<file path="src/rtl/alarm_clock_pkg.sv">
// Shared alarm-clock definitions: buzzer FSM state encodings and timebase constants.
package alarm_clock_pkg;

   typedef enum logic [1:0] {
      IDLE   = 2'd0,
      RING   = 2'd1,
      SNOOZE = 2'd2,
      DONE   = 2'd3
   } state_t;

   localparam int MS_PER_S = 1000;

   // Counter width for a counter that runs 0 .. n-1; never narrower than 1 bit.
   function automatic int cnt_w(input int n);
      return (n > 1) ? $clog2(n) : 1;
   endfunction

endpackage

</file>
<file path="src/rtl/tick_divider.sv">
// Free-running clock divider: one-cycle o_Tick every CLK_IN/TICK_HZ cycles.
// i_Restart zeroes the count so the first tick lands a full period after restart.
module tick_divider #(
   parameter int CLK_IN  = 5000000,
   parameter int TICK_HZ = 1000
) (
   input  logic i_Clk,
   input  logic i_Reset,
   input  logic i_Restart,
   output logic o_Tick
);

   localparam int DIV = CLK_IN / TICK_HZ;
   localparam int CW  = (DIV > 1) ? $clog2(DIV) : 1;

   logic [CW-1:0] cnt;

   always_ff @(posedge i_Clk) begin
      if (i_Reset || i_Restart)
         cnt <= '0;
      else if (cnt == CW'(DIV - 1))
         cnt <= '0;
      else
         cnt <= cnt + CW'(1);
   end

   assign o_Tick = (cnt == CW'(DIV - 1));

endmodule

</file>
<file path="src/rtl/alarm_buzzer.sv">
// Alarm buzzer: beeping piezo tone with snooze, dismiss and ring timeout.
// All outputs registered; alarm level seen in cycle n rings in cycle n+1.
module alarm_buzzer
   import alarm_clock_pkg::*;
#(
   parameter int CLK_IN      = 5000000,
   parameter int TONE_HZ     = 2000,
   parameter int BEEP_ON_MS  = 250,
   parameter int BEEP_OFF_MS = 250,
   parameter int SNOOZE_S    = 300,
   parameter int TIMEOUT_S   = 60
) (
   input  logic i_Clk,
   input  logic i_Reset,
   input  logic i_Alarm_On,
   input  logic i_Snooze,
   input  logic i_Dismiss,
   output logic o_Buzzer,
   output logic o_Ringing,
   output logic o_Snoozed
);

   localparam int CAD_N = BEEP_ON_MS + BEEP_OFF_MS;
   localparam int CAD_W = cnt_w(CAD_N);
   localparam int SEC_N = (TIMEOUT_S > SNOOZE_S) ? TIMEOUT_S : SNOOZE_S;
   localparam int SEC_W = cnt_w(SEC_N);
   localparam int MS_W  = cnt_w(MS_PER_S);

   state_t             state, state_nx;
   logic [MS_W-1:0]    ms_cnt, ms_nx;
   logic [SEC_W-1:0]   sec, sec_nx;
   logic [CAD_W-1:0]   cad, cad_nx;
   logic               phase, phase_nx;
   logic               ms_tick, tone_tick, s_tick, restart;

   // Both dividers re-align on every state change so each state starts a fresh period.
   tick_divider #(.CLK_IN(CLK_IN), .TICK_HZ(MS_PER_S)) u_ms_div (
      .i_Clk     (i_Clk),
      .i_Reset   (i_Reset),
      .i_Restart (restart),
      .o_Tick    (ms_tick)
   );

   tick_divider #(.CLK_IN(CLK_IN), .TICK_HZ(2 * TONE_HZ)) u_tone_div (
      .i_Clk     (i_Clk),
      .i_Reset   (i_Reset),
      .i_Restart (restart),
      .o_Tick    (tone_tick)
   );

   assign s_tick = ms_tick && (ms_cnt == MS_W'(MS_PER_S - 1));

   always_comb begin
      state_nx = state;
      case (state)
         IDLE:    if (i_Alarm_On) state_nx = RING;
         RING: begin
            if (i_Dismiss)
               state_nx = DONE;
            else if (i_Snooze)
               state_nx = SNOOZE;
            else if (s_tick && sec == SEC_W'(TIMEOUT_S - 1))
               state_nx = DONE;
         end
         SNOOZE: begin
            if (i_Dismiss)
               state_nx = DONE;
            else if (s_tick && sec == SEC_W'(SNOOZE_S - 1))
               state_nx = RING;
         end
         DONE:    if (!i_Alarm_On) state_nx = IDLE;
         default: state_nx = IDLE;
      endcase
   end

   assign restart = (state_nx != state);

   always_comb begin
      ms_nx    = ms_cnt;
      sec_nx   = sec;
      cad_nx   = cad;
      phase_nx = phase;
      if (restart) begin
         ms_nx    = '0;
         sec_nx   = '0;
         cad_nx   = '0;
         phase_nx = 1'b1;
      end else begin
         if (ms_tick) begin
            ms_nx  = s_tick ? '0 : ms_cnt + MS_W'(1);
            cad_nx = (cad == CAD_W'(CAD_N - 1)) ? '0 : cad + CAD_W'(1);
         end
         if (s_tick)
            sec_nx = (sec == SEC_W'(SEC_N - 1)) ? '0 : sec + SEC_W'(1);
         if (tone_tick)
            phase_nx = ~phase;
      end
   end

   // Outputs are computed from next-state values so they line up with the state register.
   always_ff @(posedge i_Clk) begin
      if (i_Reset) begin
         state     <= IDLE;
         ms_cnt    <= '0;
         sec       <= '0;
         cad       <= '0;
         phase     <= 1'b1;
         o_Buzzer  <= 1'b0;
         o_Ringing <= 1'b0;
         o_Snoozed <= 1'b0;
      end else begin
         state     <= state_nx;
         ms_cnt    <= ms_nx;
         sec       <= sec_nx;
         cad       <= cad_nx;
         phase     <= phase_nx;
         o_Ringing <= (state_nx == RING);
         o_Snoozed <= (state_nx == SNOOZE);
         o_Buzzer  <= (state_nx == RING) && phase_nx && (cad_nx < CAD_W'(BEEP_ON_MS));
      end
   end

endmodule
</file>
<file path="config.mk">
export PLATFORM = sky130hd
export DESIGN_NAME = alarm_buzzer
export DESIGN_NICKNAME = d
export VERILOG_FILES = /design/src/rtl/alarm_clock_pkg.sv /design/src/rtl/tick_divider.sv /design/src/rtl/alarm_buzzer.sv
export SDC_FILE = /design/constraint.sdc
export NUM_CORES = 1
export LEC_CHECK = 0
export CORE_MARGIN = 2
export CORE_UTILIZATION = 60
export DETAILED_ROUTE_END_ITERATION = 8
export GPL_TIMING_DRIVEN = 0
export PLACE_DENSITY = 0.85
export SLEW_MARGIN = 20
export SYNTH_ARGS = -nofsm -noshare
export SYNTH_HDL_FRONTEND = slang
export SYNTH_SLANG_ARGS = --single-unit
</file>
<file path="constraint.sdc">
create_clock -name i_Clk -period 3.34 [get_ports i_Clk]
set_input_delay 0.501 -clock i_Clk [delete_from_list [all_inputs] [get_ports i_Clk]]
set_output_delay 0.501 -clock i_Clk [all_outputs]
set_load 0.1 [all_outputs]
</file>
==> metrics.yaml, run 1 <==
synth_compound_area_share_pct: 9.123
avgViaCountPerCell: 6.012
grt_max_degree: 11
clk_path_buf_depth: 2
syn-num-nets: 339
skew_ns: 0.005342
rsz0062_at_grt: "false"
synth_top_family_by_area: "simple AND/OR/NAND/NOR gates"
finalSetupViolations: 0
power_density_nw_per_um2: 483.2
wire_per_inst_um: 14.79
grt_antenna_before_repair: 0
holdPathEnd: "u_tone_div.cnt[0]"
drc: 0
synth-seq-cells: 58
synthSimpleGateAreaFrac_pct: 31.44
max_freq_ghz: 0.4144
h-tree-depth: 3
reg2reg_from: "u_ms_div.cnt[0]"
cts_sinks: 58
synthAdderAreaFrac_pct: 2.657
regToRegSetupSlack_ns: 0.93
min_period_ns: 2.413
pwr-share-comb_pct: 11.4
die_w_um: 72.62
nets: 357
drt.antenna.violating_nets: 0
clk_pin_slew_ns: 0.06
holdBufCountCts: 0
ys_seq_area_share_pct: 41.10
cts-buffers-inserted: 9
min-delay-start: "u_tone_div.cnt[0]"
ctsResizeCount: 0
r2r_cells: 7
die-area_um2: 5274
antennaDiodeCount: 0
intPower_uw: 1132
cts_tree: "built"
synth_top_area_cell: "dfxtp_1"
fin_total_pwr_uw: 1528
synth_edf_count: 0
worstSetupPathType: "reg -> reg"
min_period_over_period_pct: 72.25
grt_pass1_wl_mm: 10.22
drv_slew: 0
dp_hpwl_mm: 4.083
synth_cell_types: 51
gr-usage-all-layers_pct: 24.91
critical_path_arrival_ns: 2.63
gr-total-overflow: 0
startpoint_type: "flop"
cp_data_required_time_ns: 3.55
synthesis.area_um2: 2825
holdPathStages: 1
area_growth_syn_to_layout_pct: 11.91
hold_path_class: "reg -> reg"
ir_drop_mv: 0.2521
fin_hold_ws_ns: 0.4777
start_util_pct: 63.57
yosys-top-cells-area: "dfxtp_1 (41%), xor2_1 (7.8%), nor2_1 (7.4%)"
power.share.sequential_pct: 47.2
worstReg2RegEnd: "o_Buzzer"
postCtsSetupBuffers: 0
synthXorXnorAreaFrac_pct: 11.78
synth.area.mux_share_pct: 0
wl_mm: 5.960
final_cells: 403
placed_cells: 387
syn_avg_cell_area_um2: 8.613
place_area_um2: 2960
power_switching_uw: 396.4
synth.top_cell.area_share_pct: 41.10
root_buffer: "clkbuf_8"
grt_pass1_vias: 2277
maxSlewHeadroom_pct: 35.22
dr.pass1.iters: 6
p_leak_uw: 0.001070
rows: 24
outcome: "completed"
core_area_um2: 4444
path_max_fanout: 6
drtIter0Drc: 155
die_y_um: 72.62
place.gp.congestion: 0.9078
clk_latency_ns: 0.33
syn_inst: 328
clockPowerShare_pct: 41.4
p_sw_share_pct: 25.94
drive_above_1_share_pct: 9.117
vias: 2423
io_buffers: 7
async_reset_ff_share_pct: 0
worstMarginPinSlew_ns: 0.9687
yosys_warnings: 0
hold_viol_final: 0
synth_ff_type: "dfxtp_1"
fin_setup_tns_ns: 0
synth.most_common_cell: "dfxtp_1"
ios: 8
synth_common_cells: "dfxtp_1 (58), nor2_1 (56), nand3_1 (28)"
maxCapViolCount: 0
crit_path_end_kind: "flop"
design_area_um2: 3162
## sequential cells by signal (all words and copies together) (netlist names)
| register | cells |
|---|---|
| phase | 1 |
| state | 2 |
| sec | 9 |
| u_tone_div.cnt | 11 |
| o_Buzzer | 1 |
| u_ms_div.cnt | 13 |
| o_Snoozed | 1 |
| o_Ringing | 1 |
| cad | 9 |
| ms_cnt | 10 |
## kinds of logic after synthesis
family / after synthesis
AO/OA/AOI/OAI: 39
XOR/XNOR: 38
adder cells (fa/ha/maj): 6
buffers and inverters: 18
flip-flops: 58
AND/OR/NAND/NOR: 169
## layout by cell type, fill, tap and decap left out, types with 2 or more instances in the layout
master	count
nor2b_1	4
clkdlybuf4s50_1	7
nand3b_1	2
and4b_1	2
buf_6	5
a22oi_1	2
o21bai_1	2
xnor2_1	13
nor2_1	56
nand4_1	15
xor2_1	25
nand4b_1	2
clkbuf_1	2
o21a_1	2
nor3_1	10
dfxtp_1	58
clkbuf_8	14
or4_4	2
ha_1	6
inv_1	10
o21ai_0	8
and2_1	2
nand2_1	17
and3_1	9
a21oi_1	15
nor4b_1	3
nand3_1	28
nor4_1	4
## area by class of cell
type / count / area [µm²]
multi-input cells: 252 / 1554
plain buffers: 8 / 72.57
flip-flops and latches: 58 / 1161
clock buffers: 15 / 196.4
inverters: 10 / 37.54
repair buffers: 7 / 70.07
clock inverters: 1 / 5.005
fillers: 355 / 1282
well taps: 52 / 65.06
## routing by layer
metal  part of all wire [%]  vias to the layer above  routed length, µm  global-route usage (%)
li1                       -                     1195                  -                       -
met1                     45                     1144               2656                   30.24
met4                    1.1                        0                 66                   8.848
met5                      0                        -                  0                       0
met3                    5.4                       11                321                   8.564
met2                     49                       73               2915                   41.01
## critical path: stages, from the launching register on
cell and delay, ns:
dfxtp_1 0.40, ha_1 0.29, and4b_1 0.26, nand3_1 0.22, or4_1 0.57, a32oi_1 0.18
nor4b_1 0.29, nor3b_1 0.08
## power groups by stage
stage,logic (µW),clock network (µW),registers (µW)
after floorplan,78.5,0,784
after global placement,169,0,735
after CTS,174,646,721
final,174,633,721
after detailed placement,172,0,736
after global routing,187,680,724
## per-stage QoR
step / utilization (%) / setup WS, ns
2_1_floorplan: - / 1.231
3_3_place_gp: 66.61 / 0.9531
3_5_place_dp: 66.61 / 0.9089
4_1_cts: 71.14 / 0.9422
5_1_grt: 71.14 / 0.7072
6_report: 71.14 / 0.9269
## how the worst max path moves through the flow
stage	start	end	slack (ns)	cells after the start
finish	u_ms_div.cnt[0]	o_Buzzer	0.93	7
detailed placement	i_Dismiss	phase	0.91	7
global route	u_ms_div.cnt[0]	o_Buzzer	0.71	7
global placement	i_Dismiss	phase	0.95	7
CTS	ms_cnt[0]	sec[4]	0.94	8
floorplan	ms_cnt[0]	cad[8]	1.23	8
Note: power is estimated with default switching activity, not from simulation.
==> inputs of run 2 (changes only) <==
==> constraint.sdc (replaced) <==
create_clock -name i_Clk -period 2.3 [get_ports i_Clk]
set_input_delay 0.345 -clock i_Clk [delete_from_list [all_inputs] [get_ports i_Clk]]
set_output_delay 0.345 -clock i_Clk [all_outputs]
set_load 0.1 [all_outputs]
==> metrics.yaml, run 2 (same netlist as run 1, synthesis figures left out) <==
critical_path_arrival_ns: 2.44  # was 2.63 ns
power_density_nw_per_um2: 685.4  # was 483.2 nW/µm²
design_area_um2: 3288  # was 3162 µm²
rows: 24  # unchanged
h-tree-depth: 3  # unchanged
antennaDiodeCount: 0  # unchanged
skew_ns: 0.005188  # was 0.005342 ns
mostFrequentLayoutCell: "nor2_1"  # was dfxtp_1
drt.antenna.violating_nets: 0  # unchanged
grt_max_degree: 11  # unchanged
vias: 2428  # was 2,423
ios: 8  # unchanged
place_area_um2: 2960  # unchanged
final_cells: 408  # was 403
die_y_um: 72.62  # unchanged
clk_latency_ns: 0.34  # was 0.33 ns
grt_antenna_before_repair: 0  # unchanged
drtIter0Drc: 164  # was 155
drc: 0  # unchanged
cp_data_required_time_ns: 2.53  # was 3.55 ns
place.gp.congestion: 0.9078  # unchanged
regMostFlops: "u_ms_div.cnt"  # unchanged
ir_drop_mv: 0.3688  # was 0.2521 mV
path_max_fanout: 10  # was 6
clk_path_buf_depth: 2  # unchanged
start_util_pct: 63.57  # unchanged
min_period_over_period_pct: 96.09  # was 72.25%
min_period_ns: 2.210  # was 2.413 ns
maxSlewHeadroom_pct: 35.18  # was 35.22%
dp_hpwl_mm: 4.083  # unchanged
hold_path_class: "reg -> reg"  # unchanged
gr-total-overflow: 0  # unchanged
multi_input_area_um2: 1635  # was 1554 µm²
clk_pin_slew_ns: 0.06  # about the same
cts_sinks: 58  # unchanged
grt_pass1_vias: 2291  # was 2,277
area_growth_syn_to_layout_pct: 16.39  # was 11.91%
hold_viol_final: 0  # unchanged
cts-buffers-inserted: 9  # unchanged
nets: 362  # was 357
drive_above_1_share_pct: 13.76  # was 9.117%
gr-usage-all-layers_pct: 25.17  # was 24.91%
outcome: "completed"  # unchanged
core_area_um2: 4444  # unchanged
io_buffers: 7  # unchanged
setup_slack_ns: 0.08984  # was 0.9269 ns
reg_top3: "u_ms_div.cnt (13), u_tone_div.cnt (11), ms_cnt (10)"  # unchanged
grt_pass1_wl_mm: 10.29  # was 10.22 mm
wire_per_inst_um: 14.90  # was 14.79 µm
cts_tree: "built"  # unchanged
fin_setup_tns_ns: 0  # unchanged
placed_cells: 387  # unchanged
largest_reg_flops: 13  # unchanged
worstMarginPinSlew_ns: 0.9693  # was 0.9687 ns
avgViaCountPerCell: 5.951  # was 6.012
fillers: 338  # was 355
wl_mm: 6.078  # was 5.960 mm
p_leak_uw: 0.001154  # was 0.001070 µW
max_freq_ghz: 0.4525  # was 0.4144 GHz
startpoint_type: "flop"  # unchanged
crit_path_end_kind: "flop"  # unchanged
final_cell_mix: "nor2_1 (56), dfxtp_1 (55), nand3_1 (27)"  # was dfxtp_1 (58), nor2_1 (56), nand3_1 (28)
dr.pass1.iters: 4  # was 6
holdBufCountCts: 0  # unchanged
maxCapViolCount: 0  # unchanged
die-area_um2: 5274  # unchanged
layout.area.seq_um2: 1165  # was 1161 µm²
finalSetupViolations: 0  # unchanged
die_w_um: 72.62  # unchanged
drv_slew: 0  # unchanged
worstSetupPathType: "reg -> reg"  # unchanged
pre_cts_ws_ns: -0.06748  # was 0.9089 ns
root_buffer: "clkbuf_8"  # unchanged
## run 2: where the power goes
group / switching [µW] / total (µW) / internal [µW] / leakage [µW]
Combinational: 189 / 282 / 93.2 / 0.000578
Clock: 385 / 922 / 537 / 0.000106
Sequential: 19.6 / 1050 / 1030 / 0.000470
Total: 593 / 2250 / 1660 / 0.00115
## run 2: layer usage
| layer | global-route usage (%) | up-vias | wire, µm |
|---|---|---|---|
| li1 | - | 1205 | - |
| met1 | 30.33 | 1159 | 2651 |
| met2 | 42.32 | 51 | 3014 |
| met3 | 8.287 | 13 | 309 |
| met4 | 8.230 | 0 | 104 |
| met5 | 0 | - | 0 |
## run 2: cell type report
| cell class | count | area share (%) |
|---|---|---|
| Multi-Input combinational cell | 252 | 49.73 |
| Sequential cell | 58 | 35.43 |
| Clock buffer | 15 | 5.974 |
| Timing Repair Buffer | 12 | 3.272 |
| Buffer | 8 | 2.321 |
| Tap cell | 52 | 1.979 |
| Inverter | 10 | 1.142 |
| Clock inverter | 1 | 0.1522 |
## run 2: timing repair
item / CTS / global route
resized for setup: 4 / 14
buffers inserted: 3 / 2
endpoints found under the setup margin: 28 / 36
pin swaps: 0 / 2
## run 2: final timing paths
check                                        from           endpoint  slack, ns  depth (start not counted)
worst min register to register  u_tone_div.cnt[0]  u_tone_div.cnt[0]       0.48                          1
worst max-delay path                    ms_cnt[0]             sec[4]       0.09                          8
worst min-delay path            u_tone_div.cnt[0]  u_tone_div.cnt[0]       0.48                          1
worst max register to register          ms_cnt[0]             sec[4]       0.09                          8
## run 2: stage by stage
| step | hold slack [ns] | power, µW | utilization [%] |
|---|---|---|---|
| 4_1_cts | 0.4839 | 2250 | 72.07 |
| 2_1_floorplan | 0.4174 | 1252 | - |
| 6_report | 0.4778 | 2254 | 73.99 |
| 3_3_place_gp | 0.4602 | 1313 | 66.61 |
| 3_5_place_dp | 0.4691 | 1319 | 66.61 |
| 5_1_grt | 0.5038 | 2342 | 73.99 |
## run 2: critical path, stage by stage, from the launching register on
cell and delay, ns:
dfxtp_2 0.37, ha_1 0.17, inv_1 0.05, or4_4 0.56, nand2b_4 0.20, o311ai_4 0.33, buf_6 0.19, buf_6 0.17
nor2_1 0.07
==> inputs of run 3 (changes only) <==
--- a/config.mk
+++ b/config.mk
@@ -7,6 +7,7 @@
 export LEC_CHECK = 0
 export CORE_MARGIN = 2
 export CORE_UTILIZATION = 60
+export CTS_CLUSTER_SIZE = 8
 export DETAILED_ROUTE_END_ITERATION = 8
 export GPL_TIMING_DRIVEN = 0
 export PLACE_DENSITY = 0.85
==> results of run 3 <==
Final layout, timing and power as in run 2 (identical DEF).
